==> src/rtl/led_fade_driver.sv <==
// LED fade stage: synchronises the chaser pattern and ramps each LED's
// brightness toward its pattern bit, then drives the pins with a shared PWM counter.
module led_fade_driver #(
    parameter int unsigned PWM_BITS = 8,
    parameter int unsigned STEP_DIV = 500000,
    parameter int unsigned STEP     = 16
) (
    input  logic                CLK,
    input  logic                RST,
    input  logic [7:0]          PAT_I,
    input  logic                EN,
    input  logic [2:0]          LVL_SEL,
    output logic [7:0]          LED_O,
    output logic [PWM_BITS-1:0] LVL_O,
    output logic                BUSY
);

    localparam int unsigned PS_W = $clog2(STEP_DIV);
    localparam logic [PWM_BITS-1:0] MAX     = '1;
    localparam logic [PS_W-1:0]     PS_LAST = PS_W'(STEP_DIV - 1);
    localparam logic [PWM_BITS:0]   STEP_W  = (PWM_BITS + 1)'(STEP);

    logic [7:0]          sync1;
    logic [7:0]          sync2;
    logic [PS_W-1:0]     ps;
    logic [PWM_BITS-1:0] pc;
    logic                tick;

    logic [PWM_BITS-1:0] lvl      [8];
    logic [PWM_BITS-1:0] shadow   [8];
    logic [PWM_BITS-1:0] lvl_nxt  [8];
    logic [PWM_BITS:0]   up_sum   [8];
    logic [PWM_BITS:0]   dn_diff  [8];
    logic [7:0]          tgt_miss;
    logic [7:0]          led_nxt;

    assign tick  = EN && (ps == PS_LAST);
    assign LVL_O = lvl[LVL_SEL];

    // The extra intermediate bit flags overflow on the way up and borrow on the way down.
    always_comb begin
        tgt_miss = '0;
        led_nxt  = '0;
        for (int unsigned i = 0; i < 8; i++) begin
            up_sum[i]  = {1'b0, lvl[i]} + STEP_W;
            dn_diff[i] = {1'b0, lvl[i]} - STEP_W;
            if (sync2[i])
                lvl_nxt[i] = up_sum[i][PWM_BITS] ? MAX : up_sum[i][PWM_BITS-1:0];
            else
                lvl_nxt[i] = dn_diff[i][PWM_BITS] ? '0 : dn_diff[i][PWM_BITS-1:0];
            tgt_miss[i] = (lvl[i] != (sync2[i] ? MAX : '0));
            led_nxt[i]  = (shadow[i] == MAX) || (pc < shadow[i]);
        end
    end

    always_ff @(posedge CLK or posedge RST) begin
        if (RST) begin
            sync1 <= '0;
            sync2 <= '0;
            ps    <= '0;
            pc    <= '0;
            LED_O <= '0;
            BUSY  <= 1'b0;
            for (int unsigned i = 0; i < 8; i++) begin
                lvl[i]    <= '0;
                shadow[i] <= '0;
            end
        end else begin
            sync1 <= PAT_I;
            sync2 <= sync1;
            if (!EN || ps == PS_LAST)
                ps <= '0;
            else
                ps <= ps + 1'b1;
            pc    <= pc + 1'b1;
            LED_O <= led_nxt;
            BUSY  <= |tgt_miss;
            // Shadow takes the pre-tick level when a tick and a period wrap coincide.
            for (int unsigned i = 0; i < 8; i++) begin
                if (tick)
                    lvl[i] <= lvl_nxt[i];
                if (pc == MAX)
                    shadow[i] <= lvl[i];
            end
        end
    end

endmodule

==> config.mk <==
export PLATFORM = sky130hd
export DESIGN_NAME = led_fade_driver
export DESIGN_NICKNAME = d
export VERILOG_FILES = /design/src/rtl/led_fade_driver.sv
export SDC_FILE = /design/constraint.sdc
export NUM_CORES = 1
export LEC_CHECK = 0
export ABC_AREA = 1
export BUFFER_PORTS_ARGS = -buffer_cell sky130_fd_sc_hd__buf_4
export CAP_MARGIN = 10
export CORE_UTILIZATION = 50
export CTS_CLUSTER_DIAMETER = 50
export DETAILED_ROUTE_END_ITERATION = 7
export PLACE_DENSITY = 0.74
export SYNTH_ARGS = -nofsm -noshare
export SYNTH_HDL_FRONTEND = slang
export SYNTH_SLANG_ARGS = --single-unit
==> constraint.sdc <==
create_clock -name CLK -period 10.2 [get_ports CLK]
set_input_delay 1.53 -clock CLK [delete_from_list [all_inputs] [get_ports CLK]]
set_output_delay 1.53 -clock CLK [all_outputs]
set_load 0.02 [all_outputs]
==> qor.yml <==
status: "finished clean"
place_congestion: 0.9244
clkTransAtPathRegs_ns: 0.06
place_area_sq_um: 8828
routedWlPerCell_um: 13.85
initial_core_util_pct: 51.09
yosys_warnings: 0
powerDensity_nw_per_um2: 124.3
coreArea_sq_um: 16580
critPathMaxStageDelay_ns: 0.36
drc: 0
final_nets: 1259
hold_buffers: 0
synthCells: 1153
post-place-ws_ns: 5.901
grtUsageTotal_pct: 23.56
via_per_inst: 5.271
path_common_cell: "buf_4"
path_class: "input port to output pin"
combPwrFrac_pct: 4.0
rsz0062_at_grt: "false"
pwr-share-seq_pct: 45.6
io_buffers: 30
synth.avg_cell_area_sq_um: 7.348
dpl.hpwl_um: 13620
critPathRequiredTime_ns: 8.67
critPathCaptureType: "output pin"
first_pass_iters: 7
p_leak_nw: 4.483
internal_power_mw: 0.9151
synthesis.area_sq_um: 8472
crit_buf_inv: 3
cts_sinks: 132
ant_nets: 0
cts_buffers: 17
cts_tree: "yes"
power_mw: 1.167
finalNonFillerCells: 1400
skew_ns: 0.006289
switching_power_mw: 0.2514
clk_latency_ns: 0.42
overflow: 0
drt-initial-drc-count: 464
tightest_slew_ns: 0.7810
finalCritPeriodShare_pct: 42.21
regArea_sq_um: 3303
cts-root-buf: "clkbuf_16"
async_reset_ff_share_pct: 100.0
timing.fmax_mhz: 232.3
grt_max_degree: 81
dieArea_sq_um: 17470
post-cts-setup-buffers: 0
fin_tns_setup_ns: 0
antenna_found_initial: 0
rows: 47
syn_nets: 1241
critPathTopFamily: "buffers and inverters"
synth_edf_count: 0
maxCapViolations: 0
ir_drop_mv: 0.1211
holdWs_ns: 0.3486
finalWirelength_um: 19390
die_width_um: 132.2
dr_total_vias: 7380
fillers: 1587
switching_share_pct: 21.55
fp.dieH_um: 132.2
yosysSeqAreaShare_pct: 38.99
ff2ff_setup_slack_ns: 8.14
multi_input_comb_area_sq_um: 4483
ys_ff_latch: 132
hold_viol: 0
cts_buffer_depth: 2
critPathLaunchType: "input port"
grt_pass1_vias: 6829
final_cell_area_sq_um: 9384
cp.arrival_ns: 2.78
grt_pass1_wl_um: 33000
cp_cell_sequence: "buf_4 -> inv_1 -> a21oi_1 -> o21ai_0 -> o21ai_1 -> o21a_1 -> buf_4"
worst_path_max_delay_cell: "inv_1"
ys.flop_type: "dfrtp_1"
setup_slack_ns: 5.895
h-tree-depth: 4
cts_resized: 0
min_path_type: "flop to flop"
num_io_pins: 31
period_minus_slack_ns: 4.305
relSlewSlack_pct: 47.93
utilization_pct: 56.59
dp_cells: 1372
crit_path_max_fanout: 21
insertedDiodeCount: 0
drive_gt1_share_pct: 6.271
yosysUniqueCellTypes: 34
slew_violations: 0
setup_violations: 0
area_delta_synth_final_pct: 10.77
pwr-share-clk_pct: 50.4
## power groups by stage
| stage | registers [mW] | logic, mW | clock network [mW] |
|---|---|---|---|
| finish | 0.532 | 0.0462 | 0.588 |
| global placement | 0.541 | 0.0461 | 0 |
| CTS | 0.532 | 0.0472 | 0.598 |
| global route | 0.533 | 0.0521 | 0.618 |
| detailed placement | 0.542 | 0.0469 | 0 |
| floorplan | 0.540 | 0.0320 | 0 |
## per-layer routing
layer / vias up / track usage (%) / wire length, um
met5: - / 0 / 0
met4: 0 / 8.110 / 293
met3: 25 / 4.075 / 860
met2: 153 / 38.45 / 9150
met1: 3399 / 31.69 / 9081
li1: 3803 / - / -
## registers in the layout (all words and copies together) (netlist names)
signal and flops:
LED_O 8, lvl 40, pc 8, sync2 8, sync1 8, ps 19
shadow 40, BUSY 1
## cell usage after synthesis, drive strengths merged (4+ instances only)
library cell | number | area (sq um)
dfrtp | 132 | 3303
o21a | 13 | 97.59
nor2 | 108 | 436.7
xnor2 | 6 | 52.55
ha | 74 | 925.9
nand3 | 96 | 498.0
nand4 | 17 | 106.4
inv | 136 | 510.5
nand2 | 329 | 1242
nor3 | 16 | 80.08
a21oi | 61 | 305.3
buf | 17 | 110.1
clkbuf | 17 | 63.81
xor2 | 11 | 96.34
o21ai | 99 | 495.5
o211ai | 6 | 45.04
o22ai | 4 | 25.02
## cell type report
class | instances | share of cell area [%]
inverters | 137 | 5.533
clock buffers | 23 | 5.093
flip-flops and latches | 132 | 35.20
well taps | 220 | 2.933
clock inverters | 5 | 0.8267
repair buffers | 33 | 2.640
multi-input cells | 850 | 47.77
## final timing paths
check                            from         end  depth (start not counted)
max                        LVL_SEL[0]    LVL_O[2]                          7
min                          sync1[1]    sync2[1]                          0
max reg2reg                     pc[1]   shadow[3]                          7
min reg2reg                  sync1[1]    sync2[1]                          0
max in group asynchronous         RST  shadow[59]                          3
min in group asynchronous         RST       ps[3]                          2
## placed cells by master, fill, tap and decap left out, types with 2 or more instances in the layout
cell type and instances:
o21bai_1 3, ha_1 74, dfrtp_1 132, nand4_1 17
nand2_2 4, nor3_1 16, nor2_4 2, o31ai_1 3
o21a_1 13, clkbuf_16 17, clkinv_2 2, buf_4 33
nand3_1 94, inv_2 6, inv_1 129, o211ai_1 6
clkbuf_1 3, o22ai_1 4, clkbuf_8 3, xor2_1 11
bufinv_16 2, nand2_1 325, o21ai_0 53, xnor2_1 6
o21ai_1 46, a21oi_1 61, nor2_1 105
## logic make-up (layout without fill, tap and decap cells)
group | after synthesis | after routing | share of synthesized area (%)
buffers and inverters | 171 | 198 | 8.123
and+or+nand+nor | 567 | 567 | 27.99
DFF | 132 | 132 | 38.99
xor gates and xnor gates | 17 | 17 | 1.757
adders and majority gates | 74 | 74 | 10.93
AOI/OAI and AO/OA | 192 | 192 | 12.21
(Power assumes the default switching activity.)
